--- config.mk ---
export PLATFORM = sky130hd
export DESIGN_NAME = sb_cfg_loader
export DESIGN_NICKNAME = d
export VERILOG_FILES = /design/src/rtl/sb_cfg_loader.sv
export SDC_FILE = /design/constraint.sdc
export NUM_CORES = 1
export LEC_CHECK = 0
export BUFFER_PORTS_ARGS = -buffer_cell sky130_fd_sc_hd__buf_2
export CAP_MARGIN = 20
export CELL_PAD_IN_SITES_DETAIL_PLACEMENT = 0
export CELL_PAD_IN_SITES_GLOBAL_PLACEMENT = 2
export CORE_UTILIZATION = 40
export CTS_CLUSTER_SIZE = 8
export DETAILED_ROUTE_END_ITERATION = 6
export GPL_TIMING_DRIVEN = 0
export HOLD_SLACK_MARGIN = 0.15
export PLACE_DENSITY_LB_ADDON = 0.1
export SLEW_MARGIN = 15
export SYNTH_ARGS = -nofsm -noshare
export SYNTH_HDL_FRONTEND = slang
export SYNTH_SLANG_ARGS = --single-unit
--- constraint.sdc ---
create_clock -name clk -period 9 [get_ports clk]
set_clock_uncertainty 0.2 [all_clocks]
set_input_delay 0.45 -clock clk [delete_from_list [all_inputs] [get_ports clk]]
set_output_delay 0.45 -clock clk [all_outputs]
set_load 0.01 [all_outputs]
--- src/rtl/sb_cfg_loader.sv ---
`default_nettype none
// ============================================================================
// Module   : sb_cfg_loader
// Brief    : Serial sync-hunting loader that atomically commits 18 routing
//            words to one 5x4 switch box.
// Revision : 1.0
// ============================================================================
module sb_cfg_loader #(
    parameter int          NUM_TB = 5,
    parameter int          NUM_LR = 4,
    parameter int          WORD_W = 6,
    parameter logic [7:0]  SYNC   = 8'hA5
) (
    input  logic                                    clk,
    input  logic                                    rst,
    input  logic                                    cfg_din,
    input  logic                                    cfg_valid,
    output logic [(2*NUM_TB+2*NUM_LR)*WORD_W-1:0]   cfg_out,
    output logic                                    cfg_busy,
    output logic                                    cfg_done,
    output logic                                    cfg_err,
    output logic [1:0]                              err_cause
);

    localparam int NUM_WORDS = 2*NUM_TB + 2*NUM_LR;
    localparam int OUT_W     = NUM_WORDS*WORD_W;
    localparam int WCNT_W    = $clog2(NUM_WORDS);
    localparam int IDX_W     = WORD_W - 3;
    localparam logic [IDX_W-1:0] TB_LIM = IDX_W'(NUM_TB);
    localparam logic [IDX_W-1:0] LR_LIM = IDX_W'(NUM_LR);

    typedef enum logic [1:0] {
        ST_HUNT   = 2'd0,
        ST_LOAD   = 2'd1,
        ST_CHECK  = 2'd2,
        ST_COMMIT = 2'd3
    } state_t;

    state_t             state_q, state_d;
    logic [7:0]         sr_q, sr_d;
    logic [2:0]         bit_cnt_q, bit_cnt_d;
    logic [WCNT_W-1:0]  word_cnt_q, word_cnt_d;
    logic [WORD_W-1:0]  acc_q, acc_d;
    logic               illegal_q, illegal_d;
    logic               cks_bad_q, cks_bad_d;
    logic [OUT_W-1:0]   shadow_q, shadow_d;
    logic [OUT_W-1:0]   cfg_out_q, cfg_out_d;
    logic               done_q, done_d;
    logic               err_q, err_d;
    logic [1:0]         cause_q, cause_d;

    logic [7:0]         sr_shift;
    logic [WORD_W-1:0]  word_in;
    logic               last_bit;

    // Side 0 is "unrouted" and ignores the index; sides 1/3 are top/bottom,
    // sides 2/4 are left/right.
    function automatic logic word_illegal(input logic [WORD_W-1:0] w);
        logic [2:0]       side;
        logic [IDX_W-1:0] idx;
        side = w[2:0];
        idx  = w[WORD_W-1:3];
        case (side)
            3'd0:       word_illegal = 1'b0;
            3'd1, 3'd3: word_illegal = (idx >= TB_LIM);
            3'd2, 3'd4: word_illegal = (idx >= LR_LIM);
            default:    word_illegal = 1'b1;
        endcase
    endfunction

    assign sr_shift = {sr_q[6:0], cfg_din};
    assign word_in  = {sr_q[WORD_W-2:0], cfg_din};
    assign last_bit = (bit_cnt_q == 3'(WORD_W-1));

    always_comb begin
        state_d    = state_q;
        sr_d       = sr_q;
        bit_cnt_d  = bit_cnt_q;
        word_cnt_d = word_cnt_q;
        acc_d      = acc_q;
        illegal_d  = illegal_q;
        cks_bad_d  = cks_bad_q;
        shadow_d   = shadow_q;
        cfg_out_d  = cfg_out_q;
        done_d     = 1'b0;
        err_d      = 1'b0;
        cause_d    = 2'b00;

        case (state_q)
            ST_HUNT: begin
                if (cfg_valid) begin
                    sr_d = sr_shift;
                    if (sr_shift == SYNC) begin
                        state_d    = ST_LOAD;
                        bit_cnt_d  = '0;
                        word_cnt_d = '0;
                    end
                end
            end

            ST_LOAD: begin
                if (cfg_valid) begin
                    sr_d = sr_shift;
                    if (last_bit) begin
                        bit_cnt_d = '0;
                        for (int k = 0; k < NUM_WORDS; k++) begin
                            if (word_cnt_q == WCNT_W'(k))
                                shadow_d[k*WORD_W +: WORD_W] = word_in;
                        end
                        acc_d     = acc_q ^ word_in;
                        illegal_d = illegal_q | word_illegal(word_in);
                        if (word_cnt_q == WCNT_W'(NUM_WORDS-1)) begin
                            word_cnt_d = '0;
                            state_d    = ST_CHECK;
                        end else begin
                            word_cnt_d = word_cnt_q + 1'b1;
                        end
                    end else begin
                        bit_cnt_d = bit_cnt_q + 1'b1;
                    end
                end
            end

            ST_CHECK: begin
                if (cfg_valid) begin
                    sr_d = sr_shift;
                    if (last_bit) begin
                        bit_cnt_d = '0;
                        cks_bad_d = (word_in != acc_q);
                        state_d   = ST_COMMIT;
                    end else begin
                        bit_cnt_d = bit_cnt_q + 1'b1;
                    end
                end
            end

            ST_COMMIT: begin
                // Shadow is only exposed when the whole frame is clean.
                if (!cks_bad_q && !illegal_q) begin
                    cfg_out_d = shadow_q;
                    done_d    = 1'b1;
                end else begin
                    err_d   = 1'b1;
                    cause_d = {illegal_q, cks_bad_q};
                end
                state_d    = ST_HUNT;
                sr_d       = '0;
                bit_cnt_d  = '0;
                word_cnt_d = '0;
                acc_d      = '0;
                illegal_d  = 1'b0;
                cks_bad_d  = 1'b0;
            end

            default: state_d = ST_HUNT;
        endcase
    end

    always_ff @(posedge clk or posedge rst) begin
        if (rst) begin
            state_q    <= ST_HUNT;
            sr_q       <= '0;
            bit_cnt_q  <= '0;
            word_cnt_q <= '0;
            acc_q      <= '0;
            illegal_q  <= 1'b0;
            cks_bad_q  <= 1'b0;
            cfg_out_q  <= '0;
            done_q     <= 1'b0;
            err_q      <= 1'b0;
            cause_q    <= 2'b00;
        end else begin
            state_q    <= state_d;
            sr_q       <= sr_d;
            bit_cnt_q  <= bit_cnt_d;
            word_cnt_q <= word_cnt_d;
            acc_q      <= acc_d;
            illegal_q  <= illegal_d;
            cks_bad_q  <= cks_bad_d;
            cfg_out_q  <= cfg_out_d;
            done_q     <= done_d;
            err_q      <= err_d;
            cause_q    <= cause_d;
        end
    end

    // Every word is rewritten before any commit, so no reset is needed here.
    always_ff @(posedge clk) begin
        shadow_q <= shadow_d;
    end

    assign cfg_out   = cfg_out_q;
    assign cfg_busy  = (state_q != ST_HUNT);
    assign cfg_done  = done_q;
    assign cfg_err   = err_q;
    assign err_cause = cause_q;

endmodule
`default_nettype wire

Word level (Yosys, flattened, before mapping) --
Index checks and enable logic that the tools add are counted.
Word-level totals: flip-flop bits (word level) 245, input bits 4, output and inout port bits 113, word-level logic and storage cells 149
Operators by class: $add $sub $neg 2, magnitude comparators 2, eq/ne operators 36, multiplexer cells 40, bitwise operators 2, reductions and logical operators 38
Operators with widths (number):
- $reduce_and 4->1 | 18
- $eq 5x4->1 const B | 8
- $mux 5 | 5
- $eq 5x3->1 const B | 4
- $mux 2 | 9
- $pmux 5 s3 | 1
- $ne 2x2->1 const B | 7
- $pmux 7 s2 | 1
- $mux 3 | 4
- $mux 6 | 2
- $pmux 6 s2 | 1
- $mux 1 | 11
- $eq 5x2->1 const B | 2
- $eq 5x5->1 const B | 2
- $pmux 3 s3 | 1
- $reduce_and 3->1 | 3
- $eq 8x8->1 const B | 1
- $pmux 2 s4 | 1
- $mux 7 | 1
- $reduce_and 7->1 | 1
- $eq 3x2->1 const B | 2
- $eq 3x3->1 const B | 2
- $ge 3x3->1 const B | 2
- $ne 6x6->1 | 1
- other kinds (22) | 30

Longest topological paths before layout --
depth after elaboration 10, gate-level depth with buffers 7, depth with buffers taken out 6

Worst setup path before layout --
No wires, ideal clock.
path kind register to register, from register state_q[1], to register shadow_q[100], enable pin, setup time 0.377 ns, arrival time 1.803 ns, required time 8.423 ns, slack 6.620 ns, cell stages (with the launch flop) 7, path buffers 2, clock period less this slack 2.380 ns, path through dfrtp_1 inv_1 ha_1 clkbuf_1 clkbuf_1 nand2_1 nor3_1
Between the ends: word-level cells in the longest chain between the ends 2
Ends and longest elaborated chain:
- from (decl) | line 39 | state_t state_q, state_d;
- from (signal assigned) | line 173 | state_q <= state_d;
- $eq 2x1->1 | line 89 | case (state_q)
- $reduce_and 4->1 (no line)
- to (signal assigned) | line 189 | shadow_q <= shadow_d;
- to (decl) | line 46 | logic [OUT_W-1:0] shadow_q, shadow_d;
Every way passes these cells. A chain may end at the register's enable or synchronous reset.

Worst setup path after layout --
from register state_q[1], to register shadow_q[97], enable pin
The elaborated chain is that of the path after synthesis.

==> metrics <==
critical path's most frequent cell clkbuf_1; number of flops mapped to enable cells by yosys 108; Sink Count between 200 and 250; fraction of final layout cells with drive strength greater than 1 0.413; nets in the synthesized netlist around 540; number of unique standard cell types used by synthesis 47; R2R depth 6; post-synthesis sequential element count between 200 and 250; share of the yosys chip area belonging to registers 0.738; critical path type reg -> reg; async set-or-reset flop fraction in the synthesized netlist 0.559; Setup violations, final 0; initial antenna violation count 0; Post-route DRC 11; total of buffers placed on input and output ports roughly 120; average footprint of a synthesized cell approximately 17 um^2; largest net degree at the start of global routing roughly 110; TritonCTS Buffers 36; wire per inst roughly 20 um; detailed-route vias per instance between 5 and 6; count of cell instances traversed by the critical path 6; Fill cells ~1.9k; level count of the clock H-tree 2; routed wire length 19900 um; Bufs and invs on worst path 3; leakage power of the design roughly 4.5 nW; logic gate share of total power 0.287; I/O pin count 117; fin. max-slew vios 0; starting DRC count in detailed routing around 200; Slowest Stage Delay on Critical Path 0.79 ns; total power per unit cell area about 370 nW/um^2; Final Net Count approximately 700; Data required, critical path 8.92 ns; violations in the final reports design-rule violations; placed wire-length estimate after detailed placement ~12000 um; kind of cell with the highest combined delay on the critical path buffers and inverters; Setup Total Neg Slack 0 ns; part of the cycle the worst path needs 0.341; maximum root-to-sink buffer count 3; dominant cells by area after synthesis dfrtp_1 (38%), edfxtp_1 (36%), mux2_2 (14%), ha_1 (1.5%), mux2i_1 (1.1%); library cell with the highest instance count after synthesis dfrtp_1; pin slew with the least headroom to its limit 0.974 ns; first-pass GRT wire length roughly 32000 um; max-slew headroom at the worst pin 0.346; Detailed Routing Iterations Pass 1 7; design internal power approximately 2.9 mW; layout-stage area growth over the synthesis result 22.9%; endpoint type of the worst setup path flop; Max stage delay cell, worst path nor3_1; vias in the first global route 5447; initial core utilization 0.411; CP Launch Type flop; combined global-route utilization of all metal layers 0.180; outcome finished, violations left; WHS Path Cells 1; post-placement cell area ~10000 um^2; worst flop-to-flop path endpoint shadow_q[97]; Clock power frac 0.297; post-layout total power between 4 and 5 mW; sequential group share of total power 0.416; area of the core region approximately 22000 um^2; chain of cells forming the critical path inv_1 -> ha_1 -> clkbuf_1 -> clkbuf_1 -> nand2_1 -> nor3_1; final worst path period need between 3 and 4 ns; final cell area excluding filler cells about 11000 um^2; Synth top cells by count dfrtp_1 (137), mux2_2 (109), edfxtp_1 (108); Congestion Overflow GR 0; maximum clock rate 326 MHz; std cell rows 54; top cell type's share of synthesized area 0.379; max-cap violations 0; post-cts sizing count 0; hold violation total from the final report 0; hold-fix buffer count after cts 2; overall die height approximately 150 um; cell area after synthesis between 9000 and 10000 um^2; dominant register cell in the synthesized netlist dfrtp_1; post-route ant nets 0; worst hold margin roughly 0.26 ns; clock slew at the register clock pins of the worst setup and hold paths around 0.050 ns; CTS tree yes; final setup margin around 5.9 ns; final estimated routing congestion in global placement between 0.7 and 0.8; sw frac 0.309; startpoint of the most critical register-to-register path state_q[1]; beginning of the worst hold path shadow_q[39]; unrepaired setup endpoints after global routing no; number of vias in the routed layout approximately 5.0k; area of the die 23200 um^2; reg2reg setup slack 5.93 ns; clock network latency to the later pin of the worst-skew pair roughly 0.5 ns; class of the worst hold path reg -> reg; post-CTS setup buffer count 0; clock tree root driver cell clkbuf_16; number of standard cells after synthesis ~530; Setup WS pre-CTS 5.86 ns; worst min-delay path endpoint cfg_out[39]; signal arrival time at the worst endpoint approximately 3.0 ns; net load switching power 1.28 mW; horizontal die dimension roughly 150 um; synthesis warning total 0; antenna cell count 0; critical path peak fanout 10; post-synth top area cell dfrtp_1; IR Drop Worst-Case VDD ~0.00016 V
## power groups by stage
stage | clock [mW] | sequential (mW) | combinational, mW
after floorplan | 0 | 1.80 | 0.623
after global placement | 0 | 1.76 | 1.14
after detailed placement | 0 | 1.76 | 1.19
after CTS | 1.26 | 1.74 | 1.19
after global routing | 1.31 | 1.76 | 1.29
final | 1.23 | 1.72 | 1.19
## worst max path at each step
stage / end / from / slack [ns]
detailed placement: shadow_q[97] / state_q[1] / 5.86
CTS: shadow_q[97] / state_q[1] / 5.84
finish: shadow_q[97] / state_q[1] / 5.93
floorplan: acc_q[0] / rst / 4.68
global route: shadow_q[97] / state_q[1] / 5.70
global placement: sr_q[1] / rst / 2.87
## cell families (layout without fill, tap and decap cells)
kind of cell               count (synthesis)  in the layout  synth area share
AOI/OAI and AO/OA                         37             37            0.0350
adders and majority gates                 11             11            0.0152
and+or+nand+nor                           83             83            0.0490
buffers and inverters                     31            213            0.0145
muxes                                    119            119             0.147
xor gates and xnor gates                   2              2           0.00194
DFF                                      245            245             0.738
## worst reg2reg max path: stages (launching register included)
cell and delay (ns):
dfrtp_1 0.42, inv_1 0.11, ha_1 0.21, clkbuf_1 0.40
clkbuf_1 0.43, nand2_1 0.11, nor3_1 0.79
## per-layer routing
metal | wire, um | track usage | part of all wire
met5 | 0 | 0 | 0
met4 | 447 | 0.0603 | 0.022
met3 | 872 | 0.0353 | 0.044
met2 | 9580 | 0.293 | 0.48
met1 | 9010 | 0.243 | 0.45
## registers in the layout, indices dropped and copies added, names as in the netlist
signal      flops
sr_q            7
err_cause       2
illegal_q       1
state_q         2
cks_bad_q       1
cfg_err         1
bit_cnt_q       3
shadow_q      108
word_cnt_q      5
cfg_out       108
cfg_done        1
acc_q           6
## layout by cell type, fill, tap and decap left out, types with 5 or more instances in the layout
cell type / netlist / layout
nand2b_1: 5 / 5
inv_1: 12 / 11
edfxtp_1: 108 / 108
o21ai_0: 5 / 5
nand2_1: 18 / 18
mux2i_1: 10 / 10
clkbuf_1: 5 / 26
buf_2: 12 / 128
nor2_1: 25 / 25
a22o_1: 6 / 6
nor2b_1: 6 / 6
ha_1: 11 / 11
mux2_2: 109 / 109
a32o_1: 7 / 7
clkbuf_16: 0 / 38
dfrtp_1: 137 / 134
## metrics by stage
stage | util | cells
after CTS | 0.504 | 989
after global placement | 0.453 | 924
after global routing | 0.505 | 990
final | 0.505 | 990
after floorplan | - | 528
after detailed placement | 0.455 | 926
## area by class of cell
type / count / area, um^2 / share of cell area
clock inverter: 2 / 21.3 / 0.00191
inverter: 13 / 56.3 / 0.00507
multi-input combinational: 252 / 2240 / 0.202
buffer: 18 / 82.6 / 0.00743
clock buffer: 59 / 1030 / 0.0926
timing repair buffer: 121 / 658 / 0.0592
sequential: 245 / 6680 / 0.601
tap: 280 / 350 / 0.0315
(Power assumes the default switching activity.)
